**config.mk**
```make
export PLATFORM = sky130hd
export DESIGN_NAME = memory_write_scheduler
export DESIGN_NICKNAME = d
export VERILOG_FILES = /design/src/rtl/memory_write_scheduler.sv
export SDC_FILE = /design/constraint.sdc
export NUM_CORES = 1
export LEC_CHECK = 0
export ABC_AREA = 1
export CAP_MARGIN = 5
export CORE_MARGIN = 2
export CORE_UTILIZATION = 35
export DETAILED_ROUTE_END_ITERATION = 10
export GPL_ROUTABILITY_DRIVEN = 0
export SYNTH_ARGS = -nofsm -noshare
export SYNTH_HDL_FRONTEND = slang
export SYNTH_SLANG_ARGS = --single-unit
```
**constraint.sdc**
```tcl
create_clock -name clock -period 8.58 [get_ports clock]
set_input_delay 1.716 -clock clock [delete_from_list [all_inputs] [get_ports clock]]
set_output_delay 1.716 -clock clock [all_outputs]
set_load 0.02 [all_outputs]
```
**src/rtl/memory_write_scheduler.sv**
```systemverilog
// memory_write_scheduler: round-robin front end that splits channel write requests into bounded, boundary-safe chunks
// Ports: clock, reset (async, active-high); ch_addr/ch_len/ch_start carry one request per channel (channel i at slice i);
// ch_busy/ch_done/ch_error return per-channel status; m_addr/m_len/m_start issue chunks to the write engine,
// which reports back on m_busy/m_done/m_error.
module memory_write_scheduler #(
    parameter int NUM_CHANNELS   = 4,
    parameter int ADDR_WIDTH     = 32,
    parameter int LEN_WIDTH      = 16,
    parameter int MAX_CHUNK      = 256,
    parameter int BOUNDARY       = 4096,
    parameter bit ABORT_ON_ERROR = 1'b1
) (
    input  logic                               clock,
    input  logic                               reset,
    input  logic [NUM_CHANNELS*ADDR_WIDTH-1:0] ch_addr,
    input  logic [NUM_CHANNELS*LEN_WIDTH-1:0]  ch_len,
    input  logic [NUM_CHANNELS-1:0]            ch_start,
    output logic [NUM_CHANNELS-1:0]            ch_busy,
    output logic [NUM_CHANNELS-1:0]            ch_done,
    output logic [NUM_CHANNELS-1:0]            ch_error,
    output logic [ADDR_WIDTH-1:0]              m_addr,
    output logic [LEN_WIDTH-1:0]               m_len,
    output logic                               m_start,
    input  logic                               m_busy,
    input  logic                               m_done,
    input  logic                               m_error
);
    localparam int PW = NUM_CHANNELS > 1 ? $clog2(NUM_CHANNELS) : 1;
    localparam int CW = LEN_WIDTH + 1;
    localparam int WW = (ADDR_WIDTH > LEN_WIDTH ? ADDR_WIDTH : LEN_WIDTH) + 1;

    typedef enum logic [1:0] {IDLE, ISSUE, WAIT, NEXT} state_t;

    state_t                  state, state_n;
    logic [ADDR_WIDTH-1:0]   pend_addr [NUM_CHANNELS];
    logic [LEN_WIDTH-1:0]    pend_len  [NUM_CHANNELS];
    logic [NUM_CHANNELS-1:0] pend_err, accept, cand;
    logic [PW-1:0]           rr_ptr, grant, sel;
    logic [ADDR_WIDTH-1:0]   cur_addr;
    logic [LEN_WIDTH-1:0]    rem, rem_left;
    logic [CW-1:0]           cap, chunk;
    logic [WW-1:0]           room;
    logic                    err_new, issue, adv, fin;

    // Requests being captured this cycle already count as pending, so the
    // arbiter can grant in the capture cycle and the first chunk starts two
    // cycles after ch_start.
    always_comb begin
        for (int i = 0; i < NUM_CHANNELS; i++) begin
            accept[i] = ch_start[i] & ~ch_busy[i];
            cand[i]   = ch_busy[i] | (accept[i] & (ch_len[i*LEN_WIDTH +: LEN_WIDTH] != '0));
        end
    end

    // Scanning downwards lets the candidate closest to rr_ptr win.
    always_comb begin
        sel = '0;
        for (int k = NUM_CHANNELS - 1; k >= 0; k--)
            if (cand[(int'(rr_ptr) + k) % NUM_CHANNELS]) sel = PW'((int'(rr_ptr) + k) % NUM_CHANNELS);
    end

    assign cur_addr = pend_addr[grant];
    assign rem      = pend_len[grant];
    assign cap      = ({1'b0, rem} < CW'(MAX_CHUNK)) ? {1'b0, rem} : CW'(MAX_CHUNK);
    assign room     = WW'(BOUNDARY) - WW'(cur_addr & ADDR_WIDTH'(BOUNDARY - 1));
    assign chunk    = (room < WW'(cap)) ? CW'(room) : cap;
    assign rem_left = rem - chunk[LEN_WIDTH-1:0];
    assign err_new  = pend_err[grant] | m_error;

    always_ff @(posedge clock or posedge reset)
        if (reset) state <= IDLE;
        else state <= state_n;

    // The pointer advance and completion decision are taken on m_done so that
    // ch_done lands one cycle after m_done; NEXT is the issue attempt for the
    // following chunk of the same grant.
    always_comb begin
        state_n = state;
        issue   = 1'b0;
        adv     = 1'b0;
        fin     = 1'b0;
        case (state)
            IDLE: state_n = |cand ? ISSUE : IDLE;
            ISSUE, NEXT: begin
                issue   = !m_busy;
                state_n = issue ? WAIT : ISSUE;
            end
            WAIT: begin
                adv     = m_done;
                fin     = m_done && (rem_left == '0 || (ABORT_ON_ERROR && err_new));
                state_n = fin ? IDLE : m_done ? NEXT : WAIT;
            end
            default: state_n = IDLE;
        endcase
    end

    always_ff @(posedge clock or posedge reset) begin
        if (reset) begin
            rr_ptr   <= '0;
            grant    <= '0;
            pend_err <= '0;
            ch_busy  <= '0;
            ch_done  <= '0;
            ch_error <= '0;
            m_start  <= 1'b0;
            m_addr   <= '0;
            m_len    <= '0;
            for (int i = 0; i < NUM_CHANNELS; i++) begin
                pend_addr[i] <= '0;
                pend_len[i]  <= '0;
            end
        end else begin
            ch_done <= '0;
            m_start <= issue;
            for (int i = 0; i < NUM_CHANNELS; i++)
                if (accept[i]) begin
                    pend_addr[i] <= ch_addr[i*ADDR_WIDTH +: ADDR_WIDTH];
                    pend_len[i]  <= ch_len[i*LEN_WIDTH +: LEN_WIDTH];
                    pend_err[i]  <= 1'b0;
                    ch_error[i]  <= 1'b0;
                    ch_busy[i]   <= cand[i];
                    ch_done[i]   <= !cand[i];
                end
            if (state == IDLE) grant <= sel;
            if (issue) begin
                m_addr <= cur_addr;
                m_len  <= chunk[LEN_WIDTH-1:0];
            end
            if (adv) begin
                pend_addr[grant] <= cur_addr + ADDR_WIDTH'(chunk);
                pend_len[grant]  <= rem_left;
                pend_err[grant]  <= err_new;
            end
            if (fin) begin
                ch_busy[grant]  <= 1'b0;
                ch_done[grant]  <= 1'b1;
                ch_error[grant] <= err_new;
                rr_ptr          <= grant == PW'(NUM_CHANNELS - 1) ? '0 : grant + 1'b1;
            end
        end
    end
endmodule

```
==> results by group <==
Logic synthesis
  • Synth cell types: 54
  • Mapped Cells: 2,604
  • Count leader, synth: nand2_1
  • Yosys top cell area share: 0.388
  • EDFF count, synth: 0
  • Top_reg_cell synth: dfrtp_1
  • Area contributors post-synth: dfrtp_1, nand2_1, o21ai_0
  • Post-synth ARST share: 1.00
  • Post-synth top cells: nand2_1, dfrtp_1, o21ai_0, nand3_1, inv_1
  • Ys Warns: 0
  • Register bit total from synthesis: 263
  • Seq/Total Area, Yosys: 0.388
  • Cell taking the most area after synthesis: dfrtp_1
  • Avg Cell Area, Syn: 6.52 µm²
  • Mapped Area: 17,000 µm²

Power
  • Leak: 0.0106 µW
  • P per Cell Area: 445 nW/µm²
  • Maximum vdd drop: 0.293 mV

Critical path
  • Setup crit start: grant[0]
  • RR Startpoint: grant[0]
  • Worst endpoint data arrival time: 7.13 ns
  • Setup crit end kind: flop
  • CP required: 9.03 ns
  • Reg2Reg Depth: 34
  • Worst R2R Setup Slack: 1.90 ns
  • CP Max Fanout: 50
  • Kind of critical path: reg2reg
  • CP max stage cell: buf_4
  • CP dominant cell by count: nand2_1
  • FF-to-FF End: pend_addr[62]
  • Startpoint Class: flop
  • CP max stage delay: 0.53 ns

Layout
  • Area grow syn2layout: 23.9%
  • Ant diodes: 0
  • Post-Route Utilization: 0.440
  • Layout cells sized above 1: 0.0495
  • Nets: 3,044

Detailed routing
  • Drt pass-1 iters: 6
  • DR DRC count: 0
  • Total wire length: 66,700 µm
  • Initial DRC count: 1,674
  • ANT nets after route: 0
  • DR WL/cell: 19.4 µm
  • Vias: 18,200
  • Routed vias/inst: 5.29

Timing
  • Fin crit share: 0.778
  • Max Slew Vio Count: 0
  • Fmax: 0.150 GHz
  • Unrepaired setup endpoints after global routing: no
  • # setup viols final: 0
  • Worst Tran Pin Value: 1.14 ns
  • Final hold vios: 0
  • Slew headroom: 0.236
  • Final min period: 6.68 ns
  • Fin Setup TNS: 0 ns
  • Fin worst setup slack: 1.90 ns
  • Setup Skew: 0.0121 ns

GRT
  • Total grt overflow: 0
  • Initial antenna violation count: 0
  • First-pass GRT wire length: 103,000 µm
  • Vias in the first global route: 17,800
  • Pin count of the biggest net entering global routing: 83
  • Total GRT Usage: 0.263

Worst hold path
  • Min-delay src: m_addr[25]
  • Worst hold-check path type: reg2reg
  • Hold endpoint: m_addr[25]
  • Hold path cells: 2

Floorplanning
  • DIE AREA: 50,300 µm²
  • Die Wd: 224 µm
  • Io pins: 262
  • Rows: 80
  • Core area: 47,800 µm²
  • Die Y: 224 µm
  • Starting Density: 0.355

Place
  • Hpwl dp: 47,100 µm
  • Port Buffers: 261
  • Worst slack at placement: 2.01 ns

Run status
  • Status: finished clean

Flow run
  • Max cap viols: 0

Clocking
  • Worst-path clk slew: 0.06 ns
  • Clk buf depth: 3
  • CTS root buffer: clkbuf_16
  • Hold_buf cts: 0
  • Post-CTS setup buffer count: 0
  • Post-CTS sizing: 0
  • CTS Sinks: 263
  • Skew-Pair Late Insertion Delay: 0.58 ns
  • Num CTS Buffers: 31
  • TritonCTS clock tree: done
  • CTS H-tree depth: 1
[flip-flops by register name, indices dropped and copies added, names as in the netlist]
register	cells
pend_addr	128
pend_len	64
m_addr	32
m_len	16
ch_busy	4
ch_done	4
ch_error	4
pend_err	4
grant	2
rr_ptr	2
state	2
m_start	1
[layout by cell type, fill, tap and decap left out, drive strengths merged, types with 3 or more instances in the layout]
| cell type | Yosys | layout |
|---|---|---|
| a32o | 7 | 7 |
| a21oi | 49 | 49 |
| clkdlybuf4s50 | 0 | 261 |
| dfrtp | 263 | 263 |
| nor3 | 8 | 8 |
| ha | 34 | 34 |
| o21ai | 205 | 205 |
| a21boi | 5 | 5 |
| o22ai | 6 | 6 |
| a31oi | 21 | 21 |
| xor2 | 19 | 19 |
| nor4 | 17 | 17 |
| a32oi | 5 | 5 |
| nand4 | 19 | 19 |
| nand3 | 195 | 195 |
| conb | 2 | 9 |
| nor2 | 125 | 125 |
| nand3b | 8 | 8 |
| or2 | 7 | 7 |
| clkbuf | 94 | 51 |
| nand2 | 1307 | 1307 |
| o21bai | 4 | 4 |
| buf | 28 | 25 |
| clkinv | 7 | 10 |
| xnor2 | 3 | 3 |
| inv | 153 | 152 |
[worst max path at each step]
stage | end | slack [ns] | depth (start not counted)
finish | pend_addr[62] | 1.90 | 34
global route | pend_addr[94] | 1.34 | 34
CTS | pend_addr[62] | 1.97 | 34
detailed placement | pend_addr[94] | 2.01 | 34
global placement | pend_addr[94] | 2.33 | 34
floorplan | pend_addr[47] | 2.50 | 35
[layer usage]
layer | global-route usage | vias to the layer above | wire, µm
met2 | 0.450 | 698 | 32100
met5 | 0 | - | 0
li1 | - | 8700 | -
met1 | 0.344 | 8696 | 28300
met4 | 0.0897 | 0 | 2200
met3 | 0.0316 | 124 | 4100
[per-stage QoR]
step | hold WS, ns | total power, µW | instance area [µm²] | instances
6_report | 0.483 | 9360 | 21000 | 3446
5_1_grt | 0.503 | 10200 | 21000 | 3446
4_1_cts | 0.489 | 9330 | 21000 | 3446
3_5_place_dp | 0.473 | 8020 | 20100 | 3390
3_3_place_gp | 0.473 | 7930 | 20100 | 3390
2_1_floorplan | 0.476 | 6070 | 17000 | 2611
[logic make-up after synthesis]
kind of cell / share of synthesized area
and+or+nand+nor: 0.406
AOI/OAI and AO/OA: 0.101
buffers and inverters: 0.0668
DFF: 0.388
adders and majority gates: 0.0262
xor gates and xnor gates: 0.0118
other: 0.000442
[layout make-up]
class | instances | area [µm²]
multi-input cells | 2066 | 9320
inverters | 160 | 604
well taps | 615 | 769
clock buffers | 51 | 901
flip-flops and latches | 263 | 6580
fillers | 4978 | 26800
clock inverters | 5 | 56.3
repair buffers | 286 | 2800
[worst max-delay path: cells and delay by family, from the launching register on]
family / cells / cell delay [ns]
AND/OR/NAND/NOR: 23 / 3.13
AO/OA/AOI/OAI: 5 / 0.89
buffers and inverters: 2 / 0.69
adder cells (fa/ha/maj): 4 / 1.37
flip-flops: 1 / 0.41
[report_power, final]
part           total [µW]  leakage, µW  switching, µW  internal (µW)
Combinational        5980      0.00686           4120           1860
Sequential           2100      0.00332            320           1780
Clock                1280     0.000462            541            739
Total                9360       0.0106           4980           4380
No activity file was read; power rests on OpenSTA's default activity.
